## config.mk

```make
export PLATFORM = sky130hd
export DESIGN_NAME = lc3_writeback
export DESIGN_NICKNAME = d
export VERILOG_FILES = /design/src/rtl/writeback_pkg.sv /design/src/rtl/lc3_regfile.sv /design/src/rtl/lc3_writeback.sv
export SDC_FILE = /design/constraint.sdc
export NUM_CORES = 1
export LEC_CHECK = 0
export CAP_MARGIN = 5
export CORE_MARGIN = 3
export CORE_UTILIZATION = 49
export DETAILED_ROUTE_END_ITERATION = 10
export GPL_TIMING_DRIVEN = 1
export PLACE_DENSITY = 0.77
export SYNTH_ARGS = -nofsm -noshare
export SYNTH_HDL_FRONTEND = slang
export SYNTH_SLANG_ARGS = --single-unit
```

## constraint.sdc

```tcl
create_clock -name clock -period 2 [get_ports clock]
set_input_delay 0.4 -clock clock [delete_from_list [all_inputs] [get_ports clock]]
set_output_delay 0.4 -clock clock [all_outputs]
set_load 0.02 [all_outputs]
```

## src/rtl/writeback_pkg.sv

```systemverilog
// rtl/writeback_pkg.sv - shared encodings and widths for the LC-3 writeback stage
//
// Purpose: write-data source encodings, condition-code constants, register
// file geometry and the condition-code derivation helper.
// Ports: none (package).
package writeback_pkg;

   localparam int REG_W = 16;
   localparam int REG_N = 8;
   localparam int REG_A = $clog2(REG_N);

   typedef enum logic [1:0] {
      WB_ALU = 2'd0,
      WB_MEM = 2'd1,
      WB_PC  = 2'd2,
      WB_NPC = 2'd3
   } wb_sel_e;

   localparam logic [2:0] PSR_N   = 3'b100;
   localparam logic [2:0] PSR_Z   = 3'b010;
   localparam logic [2:0] PSR_P   = 3'b001;
   localparam logic [2:0] PSR_RST = 3'b000;

   // Sign bit wins over the zero test, so 16'h8000 is negative, not zero.
   function automatic logic [2:0] psr_of(input logic [REG_W-1:0] value);
      if (value[REG_W-1])
         return PSR_N;
      else if (value == '0)
         return PSR_Z;
      else
         return PSR_P;
   endfunction

endpackage

```

## src/rtl/lc3_regfile.sv

```systemverilog
// rtl/lc3_regfile.sv - 8 x 16-bit register file, one write port, two async read ports
//
// Purpose: general register array R0..R7.
// Ports:
//   clock       rising-edge clock
//   reset       async active-low reset, clears every register
//   we          write enable
//   waddr       write address
//   wdata       write data
//   raddr1/2    read addresses
//   rdata1/2    combinational read data (no write bypass)
module lc3_regfile
   import writeback_pkg::*;
(
   input  logic             clock,
   input  logic             reset,
   input  logic             we,
   input  logic [REG_A-1:0] waddr,
   input  logic [REG_W-1:0] wdata,
   input  logic [REG_A-1:0] raddr1,
   input  logic [REG_A-1:0] raddr2,
   output logic [REG_W-1:0] rdata1,
   output logic [REG_W-1:0] rdata2
);

   logic [REG_W-1:0] regs [REG_N];

   always_ff @(posedge clock or negedge reset) begin
      if (!reset) begin
         for (int i = 0; i < REG_N; i++)
            regs[i] <= '0;
      end else if (we) begin
         regs[waddr] <= wdata;
      end
   end

   // Reads see the stored value only; a same-cycle write appears after the edge.
   assign rdata1 = regs[raddr1];
   assign rdata2 = regs[raddr2];

endmodule

```

## src/rtl/lc3_writeback.sv

```systemverilog
// rtl/lc3_writeback.sv - LC-3 writeback stage: write-data select, register file, condition codes
//
// Purpose: selects the write-back value, writes it into the register file
// and updates the registered {N,Z,P} condition codes on enabled edges.
// Ports:
//   clock             rising-edge clock
//   reset             async active-low reset
//   enable_writeback  gates register write and psr update
//   W_Control         write-data source (ALU / memory / LEA address / next PC)
//   aluout, memout, pcout, npc   candidate write data
//   sr1, sr2          read addresses
//   dr                destination register
//   VSR1, VSR2        RF[sr1], RF[sr2]
//   psr               condition codes {N,Z,P}
module lc3_writeback
   import writeback_pkg::*;
(
   input  logic             clock,
   input  logic             reset,
   input  logic             enable_writeback,
   input  logic [1:0]       W_Control,
   input  logic [REG_W-1:0] aluout,
   input  logic [REG_W-1:0] memout,
   input  logic [REG_W-1:0] pcout,
   input  logic [REG_W-1:0] npc,
   input  logic [REG_A-1:0] sr1,
   input  logic [REG_A-1:0] sr2,
   input  logic [REG_A-1:0] dr,
   output logic [REG_W-1:0] VSR1,
   output logic [REG_W-1:0] VSR2,
   output logic [2:0]       psr
);

   logic [REG_W-1:0] dr_in;

   always_comb begin
      dr_in = aluout;
      case (wb_sel_e'(W_Control))
         WB_ALU:  dr_in = aluout;
         WB_MEM:  dr_in = memout;
         WB_PC:   dr_in = pcout;
         WB_NPC:  dr_in = npc;
         default: dr_in = aluout;
      endcase
   end

   lc3_regfile u_regfile (
      .clock  (clock),
      .reset  (reset),
      .we     (enable_writeback),
      .waddr  (dr),
      .wdata  (dr_in),
      .raddr1 (sr1),
      .raddr2 (sr2),
      .rdata1 (VSR1),
      .rdata2 (VSR2)
   );

   always_ff @(posedge clock or negedge reset) begin
      if (!reset)
         psr <= PSR_RST;
      else if (enable_writeback)
         psr <= psr_of(dr_in);
   end

endmodule

```

==> flow_summary_export.csv, run 1 <==
group,metric,value,unit
die,fp-row-count,43,
logic_synthesis,synth-seq-cells,131,
cells_and_area,final_cell_area,10100,µm²
clocking,numCtsBuffers,17,
power,ir_worst_vdd,0.794,mV
grt,overflow,0,
worst_setup_path,crit_path_end_kind,"output pin",
grt,grt_first_pass_wirelength,31600,µm
detailed_routing,drc,0,
sta,period_share,1.08,
clocking,cts-root-buf,"clkbuf_16",
logic_synthesis,yosysSeqAreaShare,0.452,
logic_synthesis,synth_edf_count,0,
die,ioPinCount,113,
sta,worst_pin_slew,0.415,ns
cells_and_area,drive_above_1_share,0.634,
sta,finalSetupViolations,32,
worst_setup_path,required,1.60,ns
logic_synthesis,syn_nets,505,
power,p_leak,4.24,nW
power,switching_share,0.277,
power,clkPwrFrac,0.309,
worst_setup_path,crit_slowest_cell,"mux4_2",
sta,fin_ws,-0.169,ns
grt,grtUsageMet2,0.451,
sta,skew,0,ns
sta,rsz0062_at_grt,"true",
detailed_routing,first_pass_iters,4,
worst_setup_path,cp_max_fo,3,
placement,dp_slack,-0.957,ns
power,power.internal,7.72,mW
grt,antenna_found_initial,0,
power,power_per_cell_area,1060,nW/µm²
clocking,clock-sinks,131,
grt,top_usage_layer,"met2",
placement,dpl.cell_count,733,
clocking,cts_buffer_depth,2,
power,combPwrFrac,0.328,
die,coreArea,14100,µm²
detailed_routing,num_vias,4933,
cells_and_area,fill_cells,908,
worst_setup_path,start_kind,"flip-flop",
sta,tns,-3.71,ns
run_status,outcome,"finished with violations",
clocking,cts_tree,"done",
logic_synthesis,syn_area,7250,µm²
placement,dp_hpwl,12700,µm
power,p_switching,2.96,mW
worst_setup_path,crit_arrival,1.77,ns
power,seq_power_share,0.363,
cells_and_area,layout_common_cells,"131 x dfrtp_1, 126 x mux2_2, 79 x mux4_2, 72 x clkdlybuf4s50_1, 50 x buf_4",
cells_and_area,post-route-util,0.713,
logic_synthesis,synth.distinct_cells,22,
logic_synthesis,yosys_warnings,0,
logic_synthesis,synth.avg_cell_area,17.0,µm²
sta,hold_viol_final,0,
cells_and_area,final_common_cell,"dfrtp_1",
sta,slew_violations,0,
worst_setup_path,slowest_delay,0.50,ns
worst_setup_path,reg2reg_slack,0.92,ns
worst_setup_path,reg2regPathDepth,3,
detailed_routing,wire_per_inst,26.4,µm
detailed_routing,ant_nets,0,
cells_and_area,syn2layout_area_growth,39.2,%
detailed_routing,routed_wl,20900,µm
cells_and_area,final_nets,675,
sta,slew_headroom,0.723,
cells_and_area,diodes,0,
logic_synthesis,synthCells,427,
clocking,htree_levels,4,
detailed_routing,vias_per_cell,6.24,
worst_setup_path,crit_type,"flip-flop to output pin",
grt,grt_pass1_vias,5452,
min_path,min_path_type,"input pin to asynchronous set/reset pin",
sta,clock.fmax,461,MHz
run_status,violations,"negative setup slack",
clocking,clk_latency,0.43,ns
die,start_util,0.512,
placement,io_buffers,112,
die,fp.dieArea,16300,µm²
grt,groute.usage.overall,0.263,
logic_synthesis,async_flop_share,1.00,
sta,period_minus_slack,2.17,ns
placement,place_area,9010,µm²
grt,grt_use_met3,0.0569,
cells_and_area,final_cells,790,
die,die_y,128,µm
logic_synthesis,ys.flop_type,"dfrtp_1",
clocking,clkTransAtPathRegs,0.06,ns
job,drv_cap,0,
detailed_routing,drt_iter0_markers,360,
placement,gp_congestion,0.774,
worst_setup_path,cp_cell_sequence,"mux4_2 > mux2_4 > buf_6",
grt,grt_max_degree,64,
die,chipWidth,128,µm
grt,grtUsageMet1,0.338,
## through the flow
| step | hold slack, ns | power [mW] |
|---|---|---|
| after floorplan | 0.104 | 5.72 |
| after global placement | 0.221 | 6.79 |
| after detailed placement | 0.226 | 6.95 |
| after CTS | 0.315 | 10.6 |
| after global routing | 0.333 | 11.1 |
| final | 0.326 | 10.7 |
## routing by layer
metal	vias up	routed length, µm
met3	23	1080
met4	0	305
met1	2674	8260
met2	180	11200
met5	-	0
li1	2056	-
## worst paths after layout
path / start / to
max in group asynchronous: reset / u_regfile.regs[109]
min: reset / u_regfile.regs[56]
max reg2reg: u_regfile.regs[74] / u_regfile.regs[74]
min reg2reg: psr[2] / psr[2]
max: u_regfile.regs[0] / VSR1[0]
min in group clock: psr[2] / psr[2]
## sequential cells by signal, summed over array words and instances, names as in the netlist
name and cells:
psr 3, u_regfile.regs 128
## logic make-up after synthesis
kind of cell           count (synthesis)  share of synthesized area
DFF                                  131                      0.452
buffers and inverters                 36                     0.0240
and+or+nand+nor                       17                     0.0192
AOI/OAI and AO/OA                      2                    0.00294
muxes                                241                      0.501
## cells in the mapped netlist (2+ instances only)
| cell type | instances | area share |
|---|---|---|
| buf_1 | 9 | 0.0047 |
| mux4_1 | 5 | 0.018 |
| mux2_1 | 3 | 0.0047 |
| clkbuf_1 | 12 | 0.0062 |
| mux2_2 | 158 | 0.25 |
| nor4_1 | 2 | 0.0017 |
| nor3b_2 | 2 | 0.0035 |
| buf_2 | 12 | 0.0083 |
| nand4b_1 | 3 | 0.0036 |
| nor3_2 | 2 | 0.0028 |
| mux4_2 | 75 | 0.23 |
| nor4_2 | 2 | 0.0035 |
| nand4_1 | 2 | 0.0017 |
| nand2_1 | 2 | 0.0010 |
| dfrtp_1 | 131 | 0.45 |
## critical path: cells and delay by family (launching register included)
kind | cells | cell delay, ns
mux | 2 | 0.79
flops | 1 | 0.42
buf+inv | 1 | 0.14
## repair_timing
| action | in CTS | in global routing |
|---|---|---|
| pin swaps | 3 | 4 |
| endpoints found under the hold margin | 37 | 0 |
| gates cloned | 3 | 2 |
| gates resized for setup | 235 | 17 |
| hold buffers | 1 | 0 |
| setup buffers | 14 | 6 |
| setup endpoints to repair | 49 | 34 |
## power groups by stage
| stage | combinational, mW | clock (mW) | sequential (mW) |
|---|---|---|---|
| 6_report | 3.50 | 3.30 | 3.88 |
| 4_1_cts | 3.40 | 3.32 | 3.84 |
| 5_1_grt | 3.70 | 3.44 | 3.96 |
| 3_3_place_gp | 2.99 | 0 | 3.80 |
| 2_1_floorplan | 2.02 | 0 | 3.70 |
| 3_5_place_dp | 3.07 | 0 | 3.87 |
## layout make-up
type	instances	area (µm²)	area share
well taps	180	225	0.0223
inverters	1	3.75	0.000372
flip-flops and latches	131	3280	0.325
repair buffers	186	2030	0.202
clock buffers	22	464	0.0460
multi-input cells	260	3930	0.389
clock inverters	10	155	0.0154
No activity file was read; power rests on OpenSTA's default activity.
==> run 2, diff against run 1 <==
- CAP_MARGIN: 5 -> 0
==> results of run 2 <==
Final layout, timing and power as in run 1 (identical DEF).
